==> config.mk <==
export PLATFORM = sky130hd
export DESIGN_NAME = ps2_transmit
export DESIGN_NICKNAME = d
export VERILOG_FILES = /design/src/rtl/ps2_pkg.sv /design/src/rtl/ps2_sync_edge.sv /design/src/rtl/ps2_transmit.sv
export SDC_FILE = /design/constraint.sdc
export NUM_CORES = 1
export LEC_CHECK = 0
export CORE_MARGIN = 2
export CORE_UTILIZATION = 65
export DETAILED_ROUTE_END_ITERATION = 16
export PLACE_DENSITY = 0.88
export SYNTH_ARGS = -nofsm -noshare
export SYNTH_HDL_FRONTEND = slang
export SYNTH_SLANG_ARGS = --single-unit
==> constraint.sdc <==
create_clock -name in_clk -period 4.1 [get_ports in_clk]
set_input_delay 0.82 -clock in_clk [delete_from_list [all_inputs] [get_ports in_clk]]
set_output_delay 0.82 -clock in_clk [all_outputs]
set_load 0.1 [all_outputs]
==> src/rtl/ps2_pkg.sv <==
`default_nettype none
// ============================================================================
//  Module   : ps2_pkg
//  Purpose  : Shared definitions for the PS/2 host-side blocks: FSM state
//             encoding, frame bit indices, default timing and a small helper.
//  Ports    : none (package)
//  Revision : 1.0  initial release
// ============================================================================
package ps2_pkg;

  // Default timing at a 50 MHz system clock.
  localparam int DEF_INHIBIT_CYCLES = 5000;    // 100 us clock inhibit
  localparam int DEF_TIMEOUT_CYCLES = 750000;  // 15 ms between device edges

  // Transmit FSM state encoding.
  typedef logic [2:0] ps2_state_t;
  localparam ps2_state_t ST_IDLE      = 3'd0;
  localparam ps2_state_t ST_INHIBIT   = 3'd1;
  localparam ps2_state_t ST_RELEASE   = 3'd2;
  localparam ps2_state_t ST_SHIFT     = 3'd3;
  localparam ps2_state_t ST_WAIT_IDLE = 3'd4;
  localparam ps2_state_t ST_FINISH    = 3'd5;

  // Frame bit indices as counted by device clock falls.
  localparam logic [3:0] BIT_START     = 4'd0;
  localparam logic [3:0] BIT_DATA_LAST = 4'd8;
  localparam logic [3:0] BIT_PARITY    = 4'd9;
  localparam logic [3:0] BIT_STOP      = 4'd10;
  localparam logic [3:0] BIT_ACK       = 4'd11;

  function automatic int max_int(input int a, input int b);
    return (a > b) ? a : b;
  endfunction

endpackage
`default_nettype wire

==> src/rtl/ps2_sync_edge.sv <==
`default_nettype none
// ============================================================================
//  Module   : ps2_sync_edge
//  Purpose  : Two-flop synchronizer for an asynchronous PS/2 line plus a
//             one-cycle strobe on each falling edge of the synchronized level.
//  Ports    : in_clk    - system clock
//             in_reset  - asynchronous active-high reset (line reads idle high)
//             in_line   - raw asynchronous line level
//             out_level - synchronized line level
//             out_fall  - one-cycle pulse on a synchronized 1->0 transition
//  Revision : 1.0  initial release
// ============================================================================
module ps2_sync_edge (
  input  logic in_clk,
  input  logic in_reset,
  input  logic in_line,
  output logic out_level,
  output logic out_fall
);

  logic r_meta;
  logic r_sync;
  logic r_prev;

  // Reset to 1 so that leaving reset never fabricates a falling edge.
  always_ff @(posedge in_clk or posedge in_reset) begin
    if (in_reset) begin
      r_meta <= 1'b1;
      r_sync <= 1'b1;
      r_prev <= 1'b1;
    end else begin
      r_meta <= in_line;
      r_sync <= r_meta;
      r_prev <= r_sync;
    end
  end

  assign out_level = r_sync;
  assign out_fall  = r_prev & ~r_sync;

endmodule
`default_nettype wire

==> src/rtl/ps2_transmit.sv <==
`default_nettype none
// ============================================================================
//  Module   : ps2_transmit
//  Purpose  : PS/2 host-to-device byte transmitter. Inhibits the clock, issues
//             the start bit, shifts data/parity/stop on device clock falls,
//             checks the device ack and reports done or error.
//  Ports    : in_clk      - system clock (rising edge)
//             in_reset    - asynchronous active-high reset
//             in_valid    - send request, sampled only while idle
//             in_data     - command byte to send
//             ps2_clk_in  - raw PS/2 clock line level
//             ps2_data_in - raw PS/2 data line level
//             ps2_clk_oe  - 1 pulls the clock line low
//             ps2_data_oe - 1 pulls the data line low
//             out_busy    - high while not idle
//             out_done    - one-cycle pulse on acknowledged transfer
//             out_error   - one-cycle pulse on missing ack or timeout
//  Revision : 1.0  initial release
// ============================================================================
module ps2_transmit
  import ps2_pkg::*;
#(
  parameter int INHIBIT_CYCLES = DEF_INHIBIT_CYCLES,
  parameter int TIMEOUT_CYCLES = DEF_TIMEOUT_CYCLES
) (
  input  logic       in_clk,
  input  logic       in_reset,
  input  logic       in_valid,
  input  logic [7:0] in_data,
  input  logic       ps2_clk_in,
  input  logic       ps2_data_in,
  output logic       ps2_clk_oe,
  output logic       ps2_data_oe,
  output logic       out_busy,
  output logic       out_done,
  output logic       out_error
);

  localparam int CW = $clog2(max_int(INHIBIT_CYCLES, TIMEOUT_CYCLES) + 1);

  localparam logic [CW-1:0] C_INHIBIT   = CW'(INHIBIT_CYCLES);
  localparam logic [CW-1:0] C_INH_LAST  = CW'(INHIBIT_CYCLES - 1);
  localparam logic [CW-1:0] C_TMO_LAST  = CW'(TIMEOUT_CYCLES - 1);
  localparam logic [CW-1:0] C_CNT_ONE   = CW'(1);
  localparam logic [CW-1:0] C_CNT_MAX   = {CW{1'b1}};

  ps2_state_t    r_state;
  logic [CW-1:0] r_cnt;        // inhibit cycle counter
  logic [CW-1:0] r_tmo;        // cycles since last device clock fall
  logic [3:0]    r_bit;        // device clock falls seen in this frame
  logic [8:0]    r_shift;      // {parity, data}, shifted out LSB first
  logic          r_done_flag;
  logic          r_err_flag;
  logic          r_data_meta;
  logic          r_data_sync;
  logic          r_clk_oe;
  logic          r_data_oe;

  logic          w_clk_sync;
  logic          w_clk_fall;
  logic [3:0]    w_bit_next;
  logic          w_tmo_expired;
  logic [CW-1:0] w_tmo_inc;
  logic [CW-1:0] w_cnt_inc;

  ps2_sync_edge u_clk_sync (
    .in_clk    (in_clk),
    .in_reset  (in_reset),
    .in_line   (ps2_clk_in),
    .out_level (w_clk_sync),
    .out_fall  (w_clk_fall)
  );

  // The data line needs only a level, so no edge detector here.
  always_ff @(posedge in_clk or posedge in_reset) begin
    if (in_reset) begin
      r_data_meta <= 1'b1;
      r_data_sync <= 1'b1;
    end else begin
      r_data_meta <= ps2_data_in;
      r_data_sync <= r_data_meta;
    end
  end

  assign w_bit_next    = r_bit + 4'd1;
  // Expiry is flagged one cycle early so FINISH lands exactly TIMEOUT_CYCLES
  // after the counter was last reloaded.
  assign w_tmo_expired = (r_tmo >= C_TMO_LAST);
  assign w_tmo_inc     = (r_tmo == C_CNT_MAX) ? r_tmo : r_tmo + C_CNT_ONE;
  assign w_cnt_inc     = (r_cnt == C_CNT_MAX) ? r_cnt : r_cnt + C_CNT_ONE;

  always_ff @(posedge in_clk or posedge in_reset) begin
    if (in_reset) begin
      r_state     <= ST_IDLE;
      r_cnt       <= '0;
      r_tmo       <= '0;
      r_bit       <= 4'd0;
      r_shift     <= 9'd0;
      r_done_flag <= 1'b0;
      r_err_flag  <= 1'b0;
      r_clk_oe    <= 1'b0;
      r_data_oe   <= 1'b0;
    end else begin
      case (r_state)
        ST_IDLE: begin
          r_done_flag <= 1'b0;
          r_err_flag  <= 1'b0;
          r_clk_oe    <= 1'b0;
          r_data_oe   <= 1'b0;
          r_bit       <= 4'd0;
          if (in_valid) begin
            r_shift   <= {~^in_data, in_data};
            r_cnt     <= C_CNT_ONE;
            r_clk_oe  <= 1'b1;
            // A one-cycle inhibit carries the start bit on its only cycle.
            r_data_oe <= (INHIBIT_CYCLES <= 1);
            r_state   <= ST_INHIBIT;
          end
        end

        ST_INHIBIT: begin
          if (r_cnt >= C_INHIBIT) begin
            r_clk_oe <= 1'b0;
            r_tmo    <= '0;
            r_state  <= ST_RELEASE;
          end else begin
            r_cnt <= w_cnt_inc;
            // Start bit appears on the last inhibited cycle.
            if (r_cnt == C_INH_LAST) begin
              r_data_oe <= 1'b1;
            end
          end
        end

        ST_RELEASE, ST_SHIFT: begin
          if (w_clk_fall) begin
            r_tmo   <= '0;
            r_bit   <= w_bit_next;
            r_state <= ST_SHIFT;
            if (w_bit_next <= BIT_PARITY) begin
              // Data bits then parity; the shift register holds both.
              r_data_oe <= ~r_shift[0];
              r_shift   <= r_shift >> 1;
            end else if (w_bit_next == BIT_STOP) begin
              r_data_oe <= 1'b0;
            end else begin
              // Ack slot: the device must be pulling data low.
              if (!r_data_sync) begin
                r_state <= ST_WAIT_IDLE;
              end else begin
                r_err_flag <= 1'b1;
                r_state    <= ST_FINISH;
              end
            end
          end else if (w_tmo_expired) begin
            r_clk_oe   <= 1'b0;
            r_data_oe  <= 1'b0;
            r_err_flag <= 1'b1;
            r_state    <= ST_FINISH;
          end else begin
            r_tmo <= w_tmo_inc;
          end
        end

        ST_WAIT_IDLE: begin
          if (w_clk_sync && r_data_sync) begin
            r_done_flag <= 1'b1;
            r_state     <= ST_FINISH;
          end else if (w_clk_fall) begin
            r_tmo <= '0;
          end else if (w_tmo_expired) begin
            r_clk_oe   <= 1'b0;
            r_data_oe  <= 1'b0;
            r_err_flag <= 1'b1;
            r_state    <= ST_FINISH;
          end else begin
            r_tmo <= w_tmo_inc;
          end
        end

        ST_FINISH: begin
          r_state <= ST_IDLE;
        end

        default: begin
          r_clk_oe  <= 1'b0;
          r_data_oe <= 1'b0;
          r_state   <= ST_IDLE;
        end
      endcase
    end
  end

  assign ps2_clk_oe  = r_clk_oe;
  assign ps2_data_oe = r_data_oe;
  assign out_busy    = (r_state != ST_IDLE);
  assign out_done    = (r_state == ST_FINISH) & r_done_flag;
  assign out_error   = (r_state == ST_FINISH) & r_err_flag;

endmodule
`default_nettype wire

==> impl_metrics.yaml <==
clock_network:
  cts_setup_buffers: 0
  cts_buffers: 9
  cts-resized-gates: 0
  path_clk_slew_ns: 0.07
  cts_tree: "yes"
  clk_latency_ns: 0.35
  cts_buffer_depth: 2
  cts-root-buf: "clkbuf_8"
  htreeDepth: 3
  cts_hold_buffers: 0
  clock-sinks: 65
global_route:
  antenna_found_initial: 0
  grt_pass1_wl_um: 12500
  grt_max_degree: 47
  grt_overflow_total: 0
  first_global_vias: 2731
  grtUsageTotal_pct: 25.9
synthesis:
  synthArstFlopShare_pct: 100
  yosys.area.top_type: "dfrtp_1"
  synth_edf_count: 0
  netlist_instances: 370
  synth_area_per_cell_um2: 9.87
  synth_area_um2: 3650
  synth_seq_cells: 65
  synthDistinctLibCells: 56
  yosysSeqAreaShare_pct: 44.7
  yosysWarnings: 0
  synth_flop_cell: "dfrtp_1"
  synth_nets: 389
  synthTopCellsByArea: "dfrtp_1 (41%), xnor2_1 (6.7%), nor2_1 (4.4%)"
  synth_top_area_share_pct: 41.1
critical_path:
  end_kind: "primary output"
  cp.arrival_ns: 2.45
  startpoint: "r_state[2]"
  crit_fanout: 12
  criticalPathCategory: "flop to primary output"
  endpoint: "out_busy"
  startpoint_type: "flop"
  reg2regPathDepth: 6
  crit_required_ns: 3.28
  rr_endpoint: "r_tmo[12]"
  timing.rr.start: "r_state[2]"
  r2r_slack_ns: 1.40
route:
  vias_per_cell: 6.02
  drtAntennaViolNets: 0
  avgRoutedWirePerCell_um: 15.7
  routed_wl_um: 7280
  drt-initial-drc-count: 244
  drc: 0
  first_pass_iters: 4
  vias: 2799
finish:
  multi_input_area_um2: 1890
  fillers: 381
  syn_to_final_growth_pct: 11.6
  final_cell_mix: "dfrtp_1 (60), nor2_1 (43), nand2_1 (33)"
  layout-drive-gt1-share_pct: 12.7
  final_common_cell: "dfrtp_1"
  diodes: 0
  final_core_util_pct: 74.5
  seqCellArea_um2: 1630
  fin_nets: 407
run_status:
  run_status: "completed"
place:
  gp_congestion: 0.864
  port_buffers: 17
  dp_hpwl_um: 5090
worst_hold_path:
  min_path_cells: 0
  min_path_type: "flop to flop"
timing:
  rsz0062_at_grt: "false"
  relSlewSlack_pct: 25.1
  final-hold-violation-count: 0
  fin_crit_ns: 3.27
  post-route-period-util_pct: 79.8
  finClkSkew_ns: 0.0118
  setup_viol: 0
  timing.fmax_ghz: 0.306
  worst_slew_pin_slew_ns: 1.12
  slew_viol_final: 0
  fin_tns_setup_ns: 0
floorplanning:
  die_width_um: 79.0
  pin_count: 18
  fp-row-count: 27
  start_util_pct: 66.7
  die_area_um2: 6230
  dieHeight_um: 79.0
  core_um2: 5470
power_and_ir_drop:
  p_leak_nw: 1.64
  peakVddDrop_mv: 0.436
  pwr_density_cell_nw_per_um2: 545
flow_run:
  cap_violations: 0
[worst max-delay path, cell delays in order, from the launching register on]
cell             delay (ns)
dfrtp_1                0.50
nor3_1                 0.50
inv_1                  0.11
clkdlybuf4s50_1        0.99
[metrics by stage]
| step | power (mW) | hold WS, ns | cells | instance area [um^2] | setup WS (ns) |
|---|---|---|---|---|---|
| global route | 2.35 | 0.363 | 465 | 4080 | 0.719 |
| CTS | 2.23 | 0.358 | 465 | 4080 | 0.845 |
| finish | 2.22 | 0.358 | 465 | 4080 | 0.829 |
| detailed placement | 1.63 | 0.347 | 449 | 3860 | 1.26 |
| global placement | 1.58 | 0.346 | 449 | 3860 | 1.26 |
| floorplan | 1.46 | 0.345 | 370 | 3650 | 1.66 |
[state kept, by name (all words and copies together) (netlist names), 3 cells and up]
name     cells
r_cnt       20
r_bit        4
r_state      3
r_shift      9
r_tmo       20
[synth_stat cells, types with 6 or more instances]
cell       n
nor2_1    43
a21oi_1   18
inv_1     15
ha_1       6
o21ai_0   23
nor3_1     7
dfrtp_1   60
nand4_1    8
nand3_1   11
clkbuf_1   7
a211oi_1   6
xnor2_1   28
nand2b_1   6
mux2i_1    9
and2_1     8
nand2_1   33
[layout make-up]
class	instances	share of cell area (%)
multi-input combinational	277	46.4
sequential	65	40.0
timing repair buffer	20	4.60
clock buffer	9	3.04
clock inverter	7	2.33
tap	72	2.21
inverter	15	1.38
[worst min-delay path by stage]
stage	from	end	slack [ns]
2_1_floorplan	r_data_meta	r_data_sync	0.35
3_3_place_gp	r_data_meta	r_data_sync	0.35
3_5_place_dp	u_clk_sync.r_meta	u_clk_sync.out_level	0.35
4_1_cts	u_clk_sync.r_meta	u_clk_sync.out_level	0.36
5_1_grt	r_data_meta	r_data_sync	0.36
6_report	u_clk_sync.r_meta	u_clk_sync.out_level	0.36
[power breakdown]
group | switching, mW | total (mW) | internal [mW] | leakage (nW)
Clock | 0.264 | 0.604 | 0.340 | 0.0975
Combinational | 0.530 | 0.775 | 0.246 | 0.680
Sequential | 0.101 | 0.844 | 0.744 | 0.866
Total | 0.895 | 2.22 | 1.33 | 1.64
[metal layers]
| metal | up-vias | share of wire, % | track usage, % |
|---|---|---|---|
| met1 | 1388 | 44 | 33.9 |
| met2 | 52 | 50 | 42.9 |
| met3 | 9 | 4.1 | 4.55 |
| met4 | 0 | 1.2 | 10.7 |
| met5 | - | 0 | 0 |
| li1 | 1350 | - | - |
[logic make-up after synthesis]
group	Yosys count	share of synthesized area [%]
simple gates	153	24.1
mux	10	2.77
flops	65	44.7
fa+ha+maj	6	2.06
xor+xnor	31	7.43
buf+inv	28	3.49
compound gates	77	15.4
(Power assumes the default switching activity.)
